File: config.mk
export PLATFORM = sky130hd
export DESIGN_NAME = smp_bus_arbiter
export DESIGN_NICKNAME = d
export VERILOG_FILES = /design/src/rtl/smp_bus_arbiter.sv
export SDC_FILE = /design/constraint.sdc
export NUM_CORES = 1
export LEC_CHECK = 0
export CORE_AREA = 2 2 223 225
export CTS_CLUSTER_DIAMETER = 50
export DETAILED_ROUTE_END_ITERATION = 16
export DIE_AREA = 0 0 225 227
export DONT_BUFFER_PORTS = 1
export PLACE_DENSITY = 0.33
export SLEW_MARGIN = 25
export SYNTH_ARGS = -nofsm -noshare
export SYNTH_HDL_FRONTEND = slang
export SYNTH_SLANG_ARGS = --single-unit
File: constraint.sdc
create_clock -name clk -period 4.1 [get_ports clk]
set_clock_uncertainty 0.05 [all_clocks]
set_input_delay 0.82 -clock clk [delete_from_list [all_inputs] [get_ports clk]]
set_output_delay 0.82 -clock clk [all_outputs]
set_load 0.03 [all_outputs]
File: src/rtl/smp_bus_arbiter.sv
// Snoopy-bus arbiter and transaction sequencer for the SMP coherency subsystem.
// Round-robin master selection, snoop broadcast, dirty-owner intervention and memory sequencing.
module smp_bus_arbiter #(
    parameter int NUM_CPUS = 4,
    parameter int ADDR_W   = 32,
    parameter int DATA_W   = 32
) (
    input  logic                         clk,
    input  logic                         reset,
    input  logic [NUM_CPUS-1:0]          req,
    input  logic [NUM_CPUS-1:0]          req_rw,
    input  logic [NUM_CPUS*ADDR_W-1:0]   req_addr,
    input  logic [NUM_CPUS*DATA_W-1:0]   req_wdata,
    input  logic [NUM_CPUS-1:0]          snoop_match,
    input  logic [NUM_CPUS-1:0]          snoop_dirty,
    input  logic [NUM_CPUS*DATA_W-1:0]   flush_data,
    output logic [NUM_CPUS-1:0]          grant,
    output logic                         bus_valid,
    output logic [ADDR_W-1:0]            bus_addr,
    output logic                         bus_rw,
    output logic [DATA_W-1:0]            bus_rdata,
    output logic [NUM_CPUS-1:0]          snoop_hit,
    output logic                         mem_req,
    output logic                         mem_we,
    output logic [ADDR_W-1:0]            mem_addr,
    output logic [DATA_W-1:0]            mem_wdata,
    input  logic [DATA_W-1:0]            mem_rdata,
    input  logic                         mem_ack,
    output logic                         protocol_err
);

    localparam int MW = (NUM_CPUS > 1) ? $clog2(NUM_CPUS) : 1;

    typedef enum logic [1:0] {IDLE, SNOOP, MEM, DONE} state_t;

    state_t              state;
    logic [MW-1:0]       master;
    logic [MW-1:0]       last_master;
    logic [DATA_W-1:0]   wdata_lat;

    logic [MW-1:0]       cand_idx;
    logic [MW-1:0]       pick_idx;
    logic                pick_found;
    logic                pick_rw;
    logic [ADDR_W-1:0]   pick_addr;
    logic [DATA_W-1:0]   pick_wdata;

    logic [NUM_CPUS-1:0] master_mask;
    logic [NUM_CPUS-1:0] masked_match;
    logic [NUM_CPUS-1:0] masked_dirty;
    logic                has_dirty;
    logic                multi_dirty;
    logic [DATA_W-1:0]   flush_sel;

    // Round-robin pick: first requester at or after last_master+1, wrapping.
    always_comb begin
        cand_idx   = '0;
        pick_idx   = '0;
        pick_found = 1'b0;
        for (int i = 0; i < NUM_CPUS; i++) begin
            cand_idx = MW'((int'(last_master) + 1 + i) % NUM_CPUS);
            if (!pick_found && req[cand_idx]) begin
                pick_found = 1'b1;
                pick_idx   = cand_idx;
            end else begin
                pick_found = pick_found;
            end
        end
    end

    // Mux the chosen master's request fields.
    always_comb begin
        pick_rw    = 1'b0;
        pick_addr  = '0;
        pick_wdata = '0;
        for (int i = 0; i < NUM_CPUS; i++) begin
            if (MW'(i) == pick_idx) begin
                pick_rw    = req_rw[MW'(i)];
                pick_addr  = req_addr[i*ADDR_W +: ADDR_W];
                pick_wdata = req_wdata[i*DATA_W +: DATA_W];
            end else begin
                pick_rw = pick_rw;
            end
        end
    end

    // Snoop responses with the master's own bit removed; lowest-index dirty owner wins.
    always_comb begin
        master_mask  = ~(NUM_CPUS'(1) << master);
        masked_match = snoop_match & master_mask;
        masked_dirty = snoop_dirty & master_mask;
        has_dirty    = |masked_dirty;
        multi_dirty  = |(masked_dirty & (masked_dirty - NUM_CPUS'(1)));
        flush_sel    = '0;
        for (int i = NUM_CPUS - 1; i >= 0; i--) begin
            if (masked_dirty[MW'(i)]) begin
                flush_sel = flush_data[i*DATA_W +: DATA_W];
            end else begin
                flush_sel = flush_sel;
            end
        end
    end

    // Transaction FSM with all bus/memory outputs registered.
    always_ff @(posedge clk) begin
        if (reset) begin
            state        <= IDLE;
            master       <= '0;
            last_master  <= MW'(NUM_CPUS - 1);
            wdata_lat    <= '0;
            grant        <= '0;
            bus_valid    <= 1'b0;
            bus_addr     <= '0;
            bus_rw       <= 1'b0;
            bus_rdata    <= '0;
            snoop_hit    <= '0;
            mem_req      <= 1'b0;
            mem_we       <= 1'b0;
            mem_addr     <= '0;
            mem_wdata    <= '0;
            protocol_err <= 1'b0;
        end else begin
            case (state)
                IDLE: begin
                    grant     <= '0;
                    snoop_hit <= '0;
                    if (|req) begin
                        master    <= pick_idx;
                        bus_addr  <= pick_addr;
                        bus_rw    <= pick_rw;
                        wdata_lat <= pick_wdata;
                        bus_valid <= 1'b1;
                        state     <= SNOOP;
                    end else begin
                        state <= IDLE;
                    end
                end
                SNOOP: begin
                    bus_valid <= 1'b0;
                    mem_req   <= 1'b1;
                    mem_addr  <= bus_addr;
                    if (bus_rw) begin
                        snoop_hit <= masked_match;
                        mem_we    <= 1'b1;
                        mem_wdata <= wdata_lat;
                        bus_rdata <= '0;
                    end else if (has_dirty) begin
                        // Dirty owner supplies the line and it is written back.
                        snoop_hit <= '0;
                        mem_we    <= 1'b1;
                        mem_wdata <= flush_sel;
                        bus_rdata <= flush_sel;
                    end else begin
                        snoop_hit <= '0;
                        mem_we    <= 1'b0;
                        mem_wdata <= '0;
                        bus_rdata <= '0;
                    end
                    if (multi_dirty) begin
                        protocol_err <= 1'b1;
                    end
                    state <= MEM;
                end
                MEM: begin
                    snoop_hit <= '0;
                    if (mem_ack) begin
                        mem_req <= 1'b0;
                        mem_we  <= 1'b0;
                        // mem_we still holds the SNOOP decision here: clear read only.
                        if (!bus_rw && !mem_we) begin
                            bus_rdata <= mem_rdata;
                        end
                        grant <= NUM_CPUS'(1) << master;
                        state <= DONE;
                    end else begin
                        state <= MEM;
                    end
                end
                DONE: begin
                    grant       <= '0;
                    last_master <= master;
                    state       <= IDLE;
                end
                default: begin
                    state <= IDLE;
                end
            endcase
        end
    end

endmodule

-- Word-level counts from Yosys, hierarchy flattened
Cells that the tools add are included.
- register bits after elaboration: 179
- output and inout bits: 141
- logic and storage cells: 113
- add/subtract/negate cells: 5
- $lt $le $gt $ge: 4
- equality and inequality tests: 9
- shifts and indexed selects: 1
- multiplexer cells: 49
- bitwise gates (word level): 4
- reductions and logical operators: 26
- operators with widths (kind ; count):
    two-way mux 32 bit ; 15
    one-hot mux 32 bit (2 select lines) ; 1
    two-way mux 1 bit ; 17
    one-hot mux 4 bit (2 select lines) ; 2
    bitwise AND 4 bit ; 3
    < comparator 2 x 3 -> 1 bit (second input constant) ; 4
    OR reduction 4 bit ; 3
    AND reduction 2 bit ; 5
    binary-select mux 1 bit (select 2 bit) ; 4
    two-way mux 2 bit ; 4
    two-way mux 4 bit ; 2
    one-hot mux 2 bit (4 select lines) ; 1
    nonzero test 2 bit ; 4
    adder 2 bit (second input constant) ; 3
    inequality test 2 bit (second input constant) ; 3
    one-hot mux 1 bit (2 select lines) ; 3
    logical NOT 1 bit ; 5
    equality test 2 bit (first input constant) ; 2
    equality test 2 bit (second input constant) ; 2
    logical AND 1 bit ; 4
    logical NOT 2 bit ; 2
    NOT 4 bit ; 1
    OR reduction 2 bit ; 2
    left shift 1 x 2 -> 4 bit (first input constant) ; 1
    other kinds (5) ; 5

-- Longest topological paths before layout
- word-level depth: 18
- gate-level depth with buffers: 9

-- Worst setup path before layout
No wires, ideal clock.
- path type: input to register
- start: input port req[3]
- end: register wdata_lat[10]
- setup time: 0.134 ns
- arrival: 2.222 ns
- slack: 1.694 ns
- stages: 8
- cell sequence: buf_2 -> nor2b_1 -> o21ai_0 -> o311ai_1 -> clkbuf_1 -> clkbuf_1 -> a2bb2oi_1 -> a211oi_1
- word-level cells in the longest chain between the ends: 17
- elaborated cells between the ends (all ways): 31
- classes of those cells: eq/ne: 3; mux: 19; reduce/logical: 9
- RTL lines (what ; line ; source):
    start, declared ; 10 ; input logic [NUM_CPUS-1:0] req,
    binary-select mux 1 bit (select 2 bit) ; 62 ; if (!pick_found && req[cand_idx]) begin
    two-way mux 1 bit (not written as such) ; 62 ;
    two-way mux 1 bit ; 62 ;
    logical NOT 1 bit ; 62 ;
    logical AND 1 bit ; 62 ;
    two-way mux 1 bit ; 62 ;
    logical NOT 1 bit ; 62 ;
    logical AND 1 bit ; 62 ;
    two-way mux 1 bit ; 62 ;
    logical NOT 1 bit ; 62 ;
    logical AND 1 bit ; 62 ;
    two-way mux 2 bit ; 62 ;
    logical NOT 2 bit ; 77 ; if (MW'(i) == pick_idx) begin
    two-way mux 32 bit (4 in a row) ; 77 ;
    end signal, assigned ; 131 ; wdata_lat <= pick_wdata;
    end, declared ; 39 ; logic [DATA_W-1:0] wdata_lat;
Parallel ways exist; a longest one is shown, timed or not. The select of a mux whose other input is x is not followed.
A chain may end at the register's enable or synchronous reset.

-- Worst setup path in the final report
- start: register last_master[1]
- end: register wdata_lat[20]
- word-level cells in the longest chain between the ends: 18
- elaborated cells between the ends (all ways): 33
- classes of those cells: add/sub: 4; eq/ne: 3; mux: 19; reduce/logical: 7
- RTL lines (what ; line ; source):
    start, declared ; 38 ; logic [MW-1:0] last_master;
    start signal, assigned ; 109 ; last_master <= MW'(NUM_CPUS - 1);
    start signal, assigned ; 181 ; last_master <= master;
    adder 2 x 1 -> 2 bit (*) ; 61 ; cand_idx = MW'((int'(last_master) + 1 + i) % NUM_CPUS);
    parallel branches: the longest is 11 deep, another holds adder 2 bit ; n/a ;
    two-way mux 2 bit (*) ; 62 ;
    logical NOT 2 bit ; 77 ;
    two-way mux 32 bit (3 in a row) ; 77 ;
    two-way mux 32 bit (*) ; 77 ;
Mark *: on every way between the ends. The select of a mux whose other input is x is not followed.

==> metrics.md <==
| Metric | Value |
|---|---|
| Maximum fanout along the worst path | 39 |
| Max-cap violations | 0 |
| Clk Latency, worst-skew pair | 0.49 ns |
| Synth Net Count | 1,467 |
| Max stage delay on crit path | 0.88 ns |
| DRT Pass-1 Iters | 7 |
| Max-slew violations | 0 |
| Via Count | 7,894 |
| Register area | 3580 sq um |
| Area grow syn2layout | 14.2% |
| Routability Congestion | 0.741 |
| Async SR Flop Fraction | 0% |
| CP arrival | 3.46 ns |
| Synth Area in Adders | 0.559% |
| Slowest CP cell | and2_2 |
| Routed WL per cell | 24.9 um |
| Synthesized instance count | 1,028 |
| CTS resizes | 0 |
| R2r endpoint | wdata_lat[20] |
| Post-CTS Setup Repair Bufs | 0 |
| Antenna violations before repair | 10 |
| CTS root buffer | clkbuf_16 |
| Mux share of post-synthesis cell area | 11.1% |
| R2r setup slk | 1.0 ns |
| Multi-input logic area | 4950 sq um |
| Sequential fraction of the synthesis area | 40.0% |
| Top delay family on crit path | compound AO/OA/AOI/OAI gates |
| DP HPWL | 29,800 um |
| Post-CTS Hold Fix Bufs | 0 |
| Slew margin rel. | 36.6% |
| R2R cell count | 6 |
| Port Buffers | 0 |
| Hold WC Path Type | in2reg |
| Routed WL | 39,900 um |
| Via density | 4.92 |
| Largest net degree at the start of global routing | 180 |
| Beginning of the critical path | last_master[1] |
| Gr usage total | 15.1% |
| Chip height | 227 um |
| Largest family of logic cells by synthesized area | compound AO/OA/AOI/OAI gates |
| Maximum VDD drop | 0.260 mV |
| Compound-Gate Fraction of Synth Area | 30.6% |
| Setup_tns | 0 ns |
| Kind of critical path | reg2reg |
| Period utilisation layout | 75.6% |
| Post-Syn Area | 8960 sq um |
| CTS tree | done |
| CP Cell Sequence | inv_1 -> o311ai_4 -> and2_2 -> buf_4 -> a2bb2oi_1 -> a211oi_1 |
| Final #Nets | 1,401 |
| Status | complete, no violations |
| Leakage power | 3.63 nW |
| First-pass GRT wire length | 55,200 um |
| F_max | 0.323 GHz |
| Die area | 51,100 sq um |
| Post-synth EDFFs | 0 |
| Endpoints failing setup | 0 |
| Core box area | 48,500 sq um |
| Synthesized area per cell | 8.72 sq um |
| CTS sink count | 179 |
| Hold Path Depth | 1 |
| Critical Path Sink | wdata_lat[20] |
| Worst R2R Start | last_master[1] |
| Worst slew pin tran | 0.950 ns |
| RSZ-0062 raised after global routing | no |
| Share of cells above drive strength 1 | 8.62% |
| Die width | 225 um |
| CTS clk-pin slew, worst paths | 0.07 ns |
| IO Pins | 576 |
| Period minus WS final | 3.10 ns |
| Setup crit end kind | register |
| Grt ovf | 0 |
| # rows | 81 |
| Simple-gate portion of the synthesized area | 11.8% |
| Power Density | 626 nW/um^2 |
| DRC violation count after routing | 0 |
| CTS Buffer Depth | 2 |
| CTS buffer count | 17 |
| XOR/XNOR Fraction of Synth Area | 0% |
| Synth unique cells | 43 |
| Final hold vios | 0 |
| Vias in the first global route | 7,746 |
| Starting Density | 18.5% |
| Yosys reg bits | 179 |
| Yosys warns | 0 |
| Required @ worst endpoint | 4.46 ns |
| WP depth | 6 |
| H-tree level count | 4 |
| Dominant synthesized flop cell | dfxtp_1 |
| Antenna-violating nets left | 0 |
| Fin Hold WS | 0.357 ns |
| Startpoint types | register |
| Fill cell total of the finished layout | 5,356 |
| 1st-iter DRT viols | 366 |
| WP buf/inv | 2 |
-- through the flow --
step                util [%]  setup slack (ns)  power [mW]  instances  cell area, sq um
CTS                     21.0             0.694        6.54       1596             10200
finish                  21.1              1.00        6.40       1603             10200
global route            21.1             0.774        6.78       1602             10200
floorplan                  -              1.69        3.99       1028              8960
global placement        19.7             0.451        4.59       1563              9550
detailed placement      19.7             0.400        4.61       1564              9560
-- cells by family after synthesis --
logic type / count (synthesis)
compound gates: 391
simple gates: 228
flops: 179
buf+inv: 128
mux: 98
fa+ha+maj: 4
-- worst reg2reg max path, stage by stage (launching register included) --
cell and delay (ns):
dfxtp_1 0.46, inv_1 0.19, o311ai_4 0.67, and2_2 0.89
buf_4 0.37, a2bb2oi_1 0.18, a211oi_1 0.22
-- worst min path at each step --
stage,start,to
after floorplan,wdata_lat[14],wdata_lat[14]
after global placement,wdata_lat[22],wdata_lat[22]
after detailed placement,wdata_lat[22],wdata_lat[22]
after CTS,reset,bus_addr[20]
after global routing,reset,mem_addr[27]
final,reset,bus_addr[26]
-- metal layers --
metal	track usage, %	share of wire, %	up-vias	wire length, um
met5	0	0.11	-	44
met4	5.30	1.7	6	687
met1	18.5	43	3793	17000
li1	-	-	3714	-
met2	24.3	47	346	18800
met3	5.68	8.5	35	3380
-- synth_stat cells, types with 2 or more instances --
cell type,instances,area (sq um)
ha_1,4,50.1
a2bb2oi_1,85,744
nor2_1,134,503
buf_2,24,120
a21oi_1,104,521
nand3b_1,12,90.1
buf_4,4,30.0
buf_1,8,30.0
o21ai_0,5,25.0
o21bai_1,2,15.0
nand2b_1,5,31.3
buf_6,2,22.5
o22ai_1,32,200
and3_1,34,213
inv_1,19,71.3
nand2_1,22,82.6
a32oi_1,6,52.6
and2_1,2,12.5
clkbuf_1,71,267
mux2_2,11,124
dfxtp_1,179,3580
or2_2,3,18.8
a31oi_1,12,75.1
or3_1,4,25.0
nor2b_1,7,43.8
a22oi_1,34,255
o311ai_1,3,26.3
o211ai_1,13,97.6
mux2i_1,87,871
a211oi_1,87,653
-- final cells by class --
type / instances / share of cell area (%)
diodes: 6 / 0.147
multi-input cells: 721 / 48.3
well taps: 622 / 7.60
clock inverters: 14 / 1.94
clock buffers: 18 / 4.29
flip-flops and latches: 179 / 35.0
inverters: 19 / 0.697
repair buffers: 24 / 1.99
-- placed cells by master, fill, tap and decap left out, drive strengths merged, types with 6 or more instances in the layout --
master,n
buf,24
nand2,22
mux2i,87
and3,34
diode,6
nor2,134
a211oi,87
mux2,11
clkbuf,18
nor2b,7
a22oi,34
a32oi,6
a21oi,104
o211ai,13
o22ai,32
dfxtp,179
a31oi,12
inv,23
a2bb2oi,85
nand3b,12
-- power by group --
part	switching [mW]	internal, mW	total (mW)
clock	0.832	1.04	1.88
combinational	1.03	0.689	1.72
sequential	0.760	2.05	2.81
total	2.63	3.78	6.40
-- flip-flops by register name, indices dropped and copies added, names as in the netlist --
name and flops:
snoop_hit 4, mem_wdata 32, wdata_lat 32, mem_req 1
grant 4, bus_rdata 32, mem_addr 32, bus_valid 1
state 2, last_master 2, bus_rw 1, protocol_err 1
bus_addr 32, master 2, mem_we 1
Power figures use the tool's default switching activity.
